<file path="src/rtl/zekgn_pkg.sv">
// Shared types for the zekgn frame packer: row/frame layout, FSM states and sizes.
// Latency: n/a (type and constant definitions only).
// Backpressure: n/a.
package zekgn_pkg;

    localparam int ROWS  = 3;
    localparam int TAG_W = 4;

    // One 8-bit row. Flattened MSB first: bit7 lands in [3][3], bit0 in [0][4].
    typedef logic [3:0][3:4] row_t;

    // Whole frame. Row 3 is filled first, row 1 last.
    typedef row_t [3:1][3:3] frame_t;

    typedef enum logic {
        FILL = 1'b0,
        HOLD = 1'b1
    } state_t;

    // Place a stream byte into a row using the packed MSB-first flattening.
    function automatic row_t byte_to_row(input logic [7:0] b);
        return row_t'(b);
    endfunction

endpackage

</file>
<file path="src/rtl/zekgn_row_parity.sv">
// Even-parity (XOR reduction) of one frame row.
// Latency: combinational, zero cycles.
// Backpressure: none; pure function of its input.
//
// Ports:
//   row    : row value to reduce
//   parity : XOR of all 8 row bits (1 when the row has an odd number of ones)
module zekgn_row_parity
    import zekgn_pkg::*;
(
    input  row_t row,
    output logic parity
);

    assign parity = ^row;

endmodule

</file>
<file path="src/rtl/zekgn_frame_packer.sv">
// Packs a valid/ready byte stream (with last marker) into 3-row frames plus a 4-bit tag.
// Latency: frame valid the cycle after its last accepted byte; peak one frame per 4 cycles.
// Backpressure: s_ready drops while a frame is held; frame and tag hold until m_valid && m_ready.
//
// Ports:
//   clk, rst_n              : clock, synchronous active-low reset
//   s_data/s_valid/s_last   : input byte stream, s_ready accepts a byte
//   zekgn[3:1][3:3]         : frame rows, row 3 carries the first byte
//   jtqlupj                 : frame tag
//   m_valid/m_ready         : frame handshake
//   frames_sent             : count of delivered frames, wraps in two's complement
//
// Build option ZEKGN_PARITY_TAG_EN: tag becomes {parity row3, row2, row1, short-frame flag}
// instead of the sequence number.
module zekgn_frame_packer
    import zekgn_pkg::*;
#(
    parameter logic [7:0]       PAD_BYTE = 8'h00,
    parameter logic [TAG_W-1:0] TAG_INIT = 4'h0
) (
    input  logic               clk,
    input  logic               rst_n,
    input  logic [7:0]         s_data,
    input  logic               s_valid,
    input  logic               s_last,
    output logic               s_ready,
    output logic [3:0][3:4]    zekgn [3:1][3:3],
    output logic [TAG_W-1:0]   jtqlupj,
    output logic               m_valid,
    input  logic               m_ready,
    output logic signed [31:0] frames_sent
);

    state_t      state_q, state_d;
    logic [1:0]  idx_q, idx_d;
    frame_t      frame_q, frame_d;
    logic [31:0] cnt_q, cnt_d;
    logic        s_ready_q;

    logic        accept;     // byte taken this cycle
    logic        fin;        // this byte completes the frame
    logic        hs;         // frame delivered this cycle

    assign accept = (state_q == FILL) && s_ready_q && s_valid;
    assign fin    = accept && ((idx_q == 2'd2) || s_last);
    assign hs     = (state_q == HOLD) && m_ready;

    // ------------------------------------------------------------------
    // Next-state and datapath
    // ------------------------------------------------------------------
    always_comb begin
        state_d = state_q;
        idx_d   = idx_q;
        frame_d = frame_q;
        cnt_d   = cnt_q;

        case (state_q)
            FILL: begin
                if (accept) begin
                    // Current byte goes to row 3-idx; on an early last, every
                    // row after it is padded so the frame never carries stale bytes.
                    case (idx_q)
                        2'd0: begin
                            frame_d[3][3] = byte_to_row(s_data);
                            if (s_last) begin
                                frame_d[2][3] = byte_to_row(PAD_BYTE);
                                frame_d[1][3] = byte_to_row(PAD_BYTE);
                            end
                        end
                        2'd1: begin
                            frame_d[2][3] = byte_to_row(s_data);
                            if (s_last) begin
                                frame_d[1][3] = byte_to_row(PAD_BYTE);
                            end
                        end
                        2'd2: begin
                            frame_d[1][3] = byte_to_row(s_data);
                        end
                        default: begin
                            frame_d = frame_q;
                        end
                    endcase

                    if (fin) begin
                        state_d = HOLD;
                        idx_d   = 2'd0;
                    end else begin
                        idx_d = idx_q + 2'd1;
                    end
                end
            end

            HOLD: begin
                if (hs) begin
                    state_d = FILL;
                    idx_d   = 2'd0;
                    cnt_d   = cnt_q + 32'd1;
                end
            end

            default: begin
                state_d = FILL;
                idx_d   = 2'd0;
            end
        endcase
    end

    // ------------------------------------------------------------------
    // State registers
    // ------------------------------------------------------------------
    always_ff @(posedge clk) begin
        if (!rst_n) begin
            state_q   <= FILL;
            idx_q     <= 2'd0;
            frame_q   <= '0;
            cnt_q     <= 32'd0;
            s_ready_q <= 1'b0;
        end else begin
            state_q   <= state_d;
            idx_q     <= idx_d;
            frame_q   <= frame_d;
            cnt_q     <= cnt_d;
            // Registered so it reads 0 in the cycle right after a reset edge.
            s_ready_q <= (state_d == FILL);
        end
    end

    // ------------------------------------------------------------------
    // Outputs
    // ------------------------------------------------------------------
    assign s_ready     = s_ready_q;
    assign m_valid     = (state_q == HOLD);
    assign frames_sent = cnt_q;

    for (genvar r = 1; r <= ROWS; r++) begin : g_rows
        assign zekgn[r][3] = frame_q[r][3];
    end

`ifdef ZEKGN_PARITY_TAG_EN
    logic       short_q;
    logic [3:1] row_par;

    // Remember whether the frame ended before its third byte.
    always_ff @(posedge clk) begin
        if (!rst_n) begin
            short_q <= 1'b0;
        end else if (fin) begin
            short_q <= (idx_q != 2'd2);
        end
    end

    for (genvar r = 1; r <= ROWS; r++) begin : g_par
        zekgn_row_parity u_par (
            .row    (frame_q[r][3]),
            .parity (row_par[r])
        );
    end

    assign jtqlupj = {row_par[3], row_par[2], row_par[1], short_q};
`else
    logic [TAG_W-1:0] seq_q;

    // Sequence tag advances per delivered frame and wraps 15 -> 0.
    always_ff @(posedge clk) begin
        if (!rst_n) begin
            seq_q <= TAG_INIT;
        end else if (hs) begin
            seq_q <= seq_q + 1'b1;
        end
    end

    assign jtqlupj = seq_q;
`endif

endmodule
</file>
<file path="config.mk">
export PLATFORM = sky130hd
export DESIGN_NAME = zekgn_frame_packer
export DESIGN_NICKNAME = d
export VERILOG_FILES = /design/src/rtl/zekgn_pkg.sv /design/src/rtl/zekgn_row_parity.sv /design/src/rtl/zekgn_frame_packer.sv
export SDC_FILE = /design/constraint.sdc
export NUM_CORES = 1
export LEC_CHECK = 0
export BUFFER_PORTS_ARGS = -buffer_cell sky130_fd_sc_hd__clkbuf_2
export CAP_MARGIN = 20
export CORE_AREA = 2 2 74 76
export CTS_CLUSTER_DIAMETER = 100
export DETAILED_ROUTE_END_ITERATION = 10
export DIE_AREA = 0 0 76 78
export HOLD_SLACK_MARGIN = 0.1
export PLACE_DENSITY = 0.95
export SYNTH_ARGS = -nofsm -noshare
export SYNTH_HDL_FRONTEND = slang
export SYNTH_SLANG_ARGS = --single-unit
</file>
<file path="constraint.sdc">
create_clock -name clk -period 4 [get_ports clk]
set_clock_uncertainty 0.15 [all_clocks]
set_input_delay 0.6 -clock clk [delete_from_list [all_inputs] [get_ports clk]]
set_output_delay 0.6 -clock clk [all_outputs]
set_load 0.02 [all_outputs]
</file>
==> impl_metrics.prom <==
# TYPE chip_impl_metric gauge
chip_impl_metric{name="detail_route.drc_violations",unit=""} 0
chip_impl_metric{name="final_cells",unit=""} 467
chip_impl_info{name="synthTopCellsByCount",value="sky130_fd_sc_hd__dfxtp_1 (64), sky130_fd_sc_hd__nand2_1 (47), sky130_fd_sc_hd__a21oi_1 (36)"} 1
chip_impl_metric{name="fp-row-count",unit=""} 26
chip_impl_metric{name="gpl.final_weighted_congestion",unit=""} 0.836
chip_impl_metric{name="grt_pass1_vias",unit=""} 2409
chip_impl_metric{name="finalSetupTns",unit="ps"} 0
chip_impl_info{name="critical_path.top_delay_family",value="simple AND/OR/NAND/NOR gates"} 1
chip_impl_info{name="yosysTopAreaCell",value="sky130_fd_sc_hd__dfxtp_1"} 1
chip_impl_metric{name="worstSkewPairLatency",unit="ps"} 340
chip_impl_info{name="critical_path.startpoint_type",value="flip-flop"} 1
chip_impl_metric{name="design.final.nets",unit=""} 410
chip_impl_metric{name="crit_required",unit="ps"} 4110
chip_impl_info{name="synth.top_cells.by_area",value="sky130_fd_sc_hd__dfxtp_1 (46%), sky130_fd_sc_hd__a21oi_1 (6.4%), sky130_fd_sc_hd__nand2_1 (6.3%), sky130_fd_sc_hd__nor2_1 (3.3%), sky130_fd_sc_hd__xor2_1 (3.1%)"} 1
chip_impl_metric{name="wire_length_of_the_first_global_routing_pass",unit="um"} 10900
chip_impl_metric{name="r2r_cells",unit=""} 4
chip_impl_info{name="combinational_family_with_the_most_area_after_synthesis",value="simple AND/OR/NAND/NOR gates"} 1
chip_impl_metric{name="final.setup.worst_slack",unit="ps"} 1820
chip_impl_metric{name="max_slew.worst_pin.slew",unit="ps"} 954
chip_impl_metric{name="synth_top_area_share",unit="%"} 45.6
chip_impl_metric{name="count_of_vias_placed_by_the_detailed_router",unit=""} 2679
chip_impl_info{name="path_class",value="flip-flop to flip-flop"} 1
chip_impl_metric{name="detailroute.wirelength.met3",unit="um"} 415
chip_impl_metric{name="vdd_ir_drop_max",unit="uV"} 207
chip_impl_metric{name="clock_tree.htree_level_count",unit=""} 3
chip_impl_metric{name="clock_tree.buffer_depth",unit=""} 2
chip_impl_metric{name="cts.repair.resized",unit=""} 0
chip_impl_metric{name="synth.net_count",unit=""} 345
chip_impl_info{name="buffer_cell_driving_the_clock_tree_root",value="sky130_fd_sc_hd__clkbuf_8"} 1
chip_impl_metric{name="syn_inst",unit=""} 327
chip_impl_metric{name="yosysWarningCount",unit=""} 0
chip_impl_info{name="ys_dominant_reg_cell",value="sky130_fd_sc_hd__dfxtp_1"} 1
chip_impl_metric{name="ant_nets",unit=""} 0
chip_impl_metric{name="reg2reg_slack",unit="ps"} 1820
chip_impl_metric{name="path_depth",unit=""} 4
chip_impl_metric{name="dieHeight",unit="um"} 78
chip_impl_info{name="cts_tree",value="done"} 1
chip_impl_metric{name="post_synth_xor_area_fraction",unit="%"} 4.05
chip_impl_metric{name="whs_path_depth",unit=""} 2
chip_impl_metric{name="async_flop_share",unit="%"} 0
chip_impl_info{name="timing.critical_path.cells",value="and4_2 > nand4_2 > or4_1 > a21oi_1"} 1
chip_impl_metric{name="detail_route.first_pass.iterations",unit=""} 4
chip_impl_metric{name="final-hold-violation-count",unit=""} 0
chip_impl_metric{name="synth-compound-area-share",unit="%"} 13.8
chip_impl_metric{name="preCtsSetupSlack",unit="ps"} 1770
chip_impl_info{name="regToRegStartpoint",value="frames_sent[10]"} 1
chip_impl_metric{name="syn-cell-area",unit="um2"} 2810
chip_impl_info{name="route.top_layer_used",value="met4"} 1
chip_impl_metric{name="p_per_cell_area",unit="nW/um2"} 391
chip_impl_metric{name="buffer_ports.inserted",unit=""} 74
chip_impl_metric{name="final_max_slew_viol_count",unit=""} 0
chip_impl_metric{name="synthToLayoutAreaGrowth",unit="%"} 20.6
chip_impl_metric{name="globalRouteOverflowTotal",unit=""} 0
chip_impl_metric{name="timing.max_cap.violations",unit=""} 0
chip_impl_metric{name="cpPeakStageDelay",unit="ps"} 640
chip_impl_metric{name="cts_inserted_buffers",unit=""} 9
chip_impl_metric{name="syn_avg_cell_area",unit="um2"} 8.60
chip_impl_info{name="regToRegEndpoint",value="frames_sent[27]"} 1
chip_impl_metric{name="die_w",unit="um"} 76
chip_impl_metric{name="cts.clk_slew.worst_paths",unit="ps"} 70
chip_impl_metric{name="placement.cell_area",unit="um2"} 3170
chip_impl_metric{name="insertedDiodeCount",unit=""} 0
chip_impl_info{name="critPathCaptureType",value="flip-flop"} 1
chip_impl_info{name="rsz0062_at_grt",value="false"} 1
chip_impl_metric{name="synth-seq-cells",unit=""} 64
chip_impl_metric{name="multiInputGateArea",unit="um2"} 1400
chip_impl_metric{name="route.layer.met1.wl",unit="um"} 2900
chip_impl_metric{name="sequential_cell_area",unit="um2"} 1280
chip_impl_metric{name="grt_antenna_before_repair",unit=""} 0
chip_impl_metric{name="share_of_synthesized_area_spent_on_multiplexers",unit="%"} 1.82
chip_impl_metric{name="hold_buffers",unit=""} 0
chip_impl_metric{name="cp.arrival",unit="ps"} 2290
chip_impl_info{name="hold_path_startpoint",value="zekgn[5]"} 1
chip_impl_metric{name="nFillCells",unit=""} 401
chip_impl_info{name="critical_path.startpoint",value="frames_sent[10]"} 1
chip_impl_metric{name="cts_num_sinks",unit=""} 64
chip_impl_metric{name="cts_setup_buffers",unit=""} 0
chip_impl_info{name="synth_most_common_cell",value="sky130_fd_sc_hd__dfxtp_1"} 1
chip_impl_metric{name="wl_met2",unit="um"} 3210
chip_impl_metric{name="grt_util_all_layers",unit="%"} 22.5
chip_impl_metric{name="total_length_of_routed_wires",unit="um"} 6610
chip_impl_metric{name="final.period_utilization",unit="%"} 54.5
chip_impl_metric{name="initial_core_util",unit="%"} 55.8
chip_impl_metric{name="holdWs",unit="ps"} 305
chip_impl_metric{name="critical_path_buf_inv_count",unit=""} 0
chip_impl_metric{name="floorplan.die_area",unit="um2"} 5930
chip_impl_metric{name="synthSimpleGateAreaFrac",unit="%"} 27.7
chip_impl_metric{name="critical_path_peak_fanout",unit=""} 23
chip_impl_metric{name="fin_area",unit="um2"} 3390
chip_impl_metric{name="max_slew_headroom",unit="%"} 36.3
chip_impl_info{name="cpMaxStageDelayCell",value="sky130_fd_sc_hd__or4_1"} 1
chip_impl_metric{name="drt_iter0_drc",unit=""} 188
chip_impl_info{name="hold_path.class",value="flip-flop to flip-flop"} 1
chip_impl_metric{name="core_area",unit="um2"} 5040
chip_impl_metric{name="power.static_leakage",unit="nW"} 1.32
chip_impl_metric{name="report.final.setup_viol",unit=""} 0
chip_impl_metric{name="design.portCount",unit=""} 75
chip_impl_metric{name="fmax",unit="MHz"} 458
chip_impl_metric{name="synth_sequential_area_ratio",unit="%"} 45.6
chip_impl_metric{name="ys_types",unit=""} 41
chip_impl_metric{name="grt_start_max_net_pins",unit=""} 60
chip_impl_info{name="timing_endpoint_of_the_critical_path",value="frames_sent[27]"} 1
chip_impl_metric{name="wl_per_cell",unit="um"} 14.2
chip_impl_metric{name="final_layout_size_suffix_gt1_share",unit="%"} 24.4
chip_impl_metric{name="final.min_clock_period",unit="ps"} 2180
chip_impl_metric{name="vias_per_cell",unit=""} 5.74
chip_impl_metric{name="synth_enable_flop_cells",unit=""} 0
chip_impl_info{name="outcome",value="complete, no violations"} 1
chip_impl_metric{name="dp.final_hpwl",unit="um"} 4530
chip_impl_metric{name="post_synth_adder_cell_area",unit="%"} 2.22
chip_impl_metric{name="placed_cells_incl_taps",unit=""} 451
tightest hold or removal path, cell delays in order, from the launching register on:
cell and delay, ps:
sky130_fd_sc_hd__dfxtp_1 310, sky130_fd_sc_hd__nand2_1 50, sky130_fd_sc_hd__a21oi_1 50
through the flow:
step	total power, mW	util, %
3_5_place_dp	0.726	62.9
2_1_floorplan	0.703	-
6_report	1.33	67.3
5_1_grt	1.37	67.3
4_1_cts	1.34	67.3
3_3_place_gp	0.724	62.9
kinds of logic after synthesis:
| family | after synthesis |
|---|---|
| AO/OA/AOI/OAI | 65 |
| XOR/XNOR | 13 |
| multiplexers | 5 |
| adder cells (fa/ha/maj) | 5 |
| flip-flops | 64 |
| AND/OR/NAND/NOR | 145 |
| buffers and inverters | 30 |
placed cells by master, fill, tap and decap left out, types with 2 or more instances in the layout:
cell and count:
sky130_fd_sc_hd__nand2_1 47, sky130_fd_sc_hd__and4_1 4, sky130_fd_sc_hd__and3_1 3, sky130_fd_sc_hd__or3_1 7, sky130_fd_sc_hd__nand4_1 12, sky130_fd_sc_hd__or4b_1 2
sky130_fd_sc_hd__clkbuf_2 74, sky130_fd_sc_hd__and2_1 4, sky130_fd_sc_hd__nand3_1 16, sky130_fd_sc_hd__a22oi_1 8, sky130_fd_sc_hd__or4_1 9, sky130_fd_sc_hd__bufinv_16 2
sky130_fd_sc_hd__nor2_1 25, sky130_fd_sc_hd__o21ai_0 6, sky130_fd_sc_hd__o31ai_1 9, sky130_fd_sc_hd__mux2i_1 4, sky130_fd_sc_hd__clkinvlp_4 2, sky130_fd_sc_hd__xnor2_1 3
sky130_fd_sc_hd__nand2b_1 5, sky130_fd_sc_hd__a21oi_1 36, sky130_fd_sc_hd__dfxtp_1 64, sky130_fd_sc_hd__nor4_1 5, sky130_fd_sc_hd__o41ai_1 2, sky130_fd_sc_hd__xor2_1 10
sky130_fd_sc_hd__inv_1 9, sky130_fd_sc_hd__ha_1 5, sky130_fd_sc_hd__clkbuf_8 10
how the worst min path moves through the flow:
stage | slack, ps | end
finish | 310 | zekgn[5]
global placement | 290 | zekgn[21]
floorplan | 310 | idx_q[1]
CTS | 300 | zekgn[5]
global route | 330 | zekgn[17]
detailed placement | 300 | zekgn[5]
metal layers:
layer	global-route usage, %	up-vias
met5	0	-
met4	8.91	0
met3	5.93	11
met2	38.2	105
met1	27.4	1263
li1	-	1300
report_power, final:
group          switching [mW]  leakage [nW]  internal [mW]
logic                  0.0444         0.695         0.0190
registers             0.00456         0.517          0.644
clock network           0.250         0.106          0.367
sequential cells by signal (all words and copies together), names as in the netlist:
name         flops
frames_sent     32
zekgn           24
jtqlupj          4
idx_q            2
m_valid          1
s_ready          1
layout make-up:
cell class                      count  area share, %
Clock buffer                       11           4.17
Clock inverter                      5           2.36
Inverter                           10           1.11
Multi-Input combinational cell    233           41.1
Sequential cell                    64           37.8
Tap cell                           70           2.58
Timing Repair Buffer               74           10.9
Power figures use the tool's default switching activity.
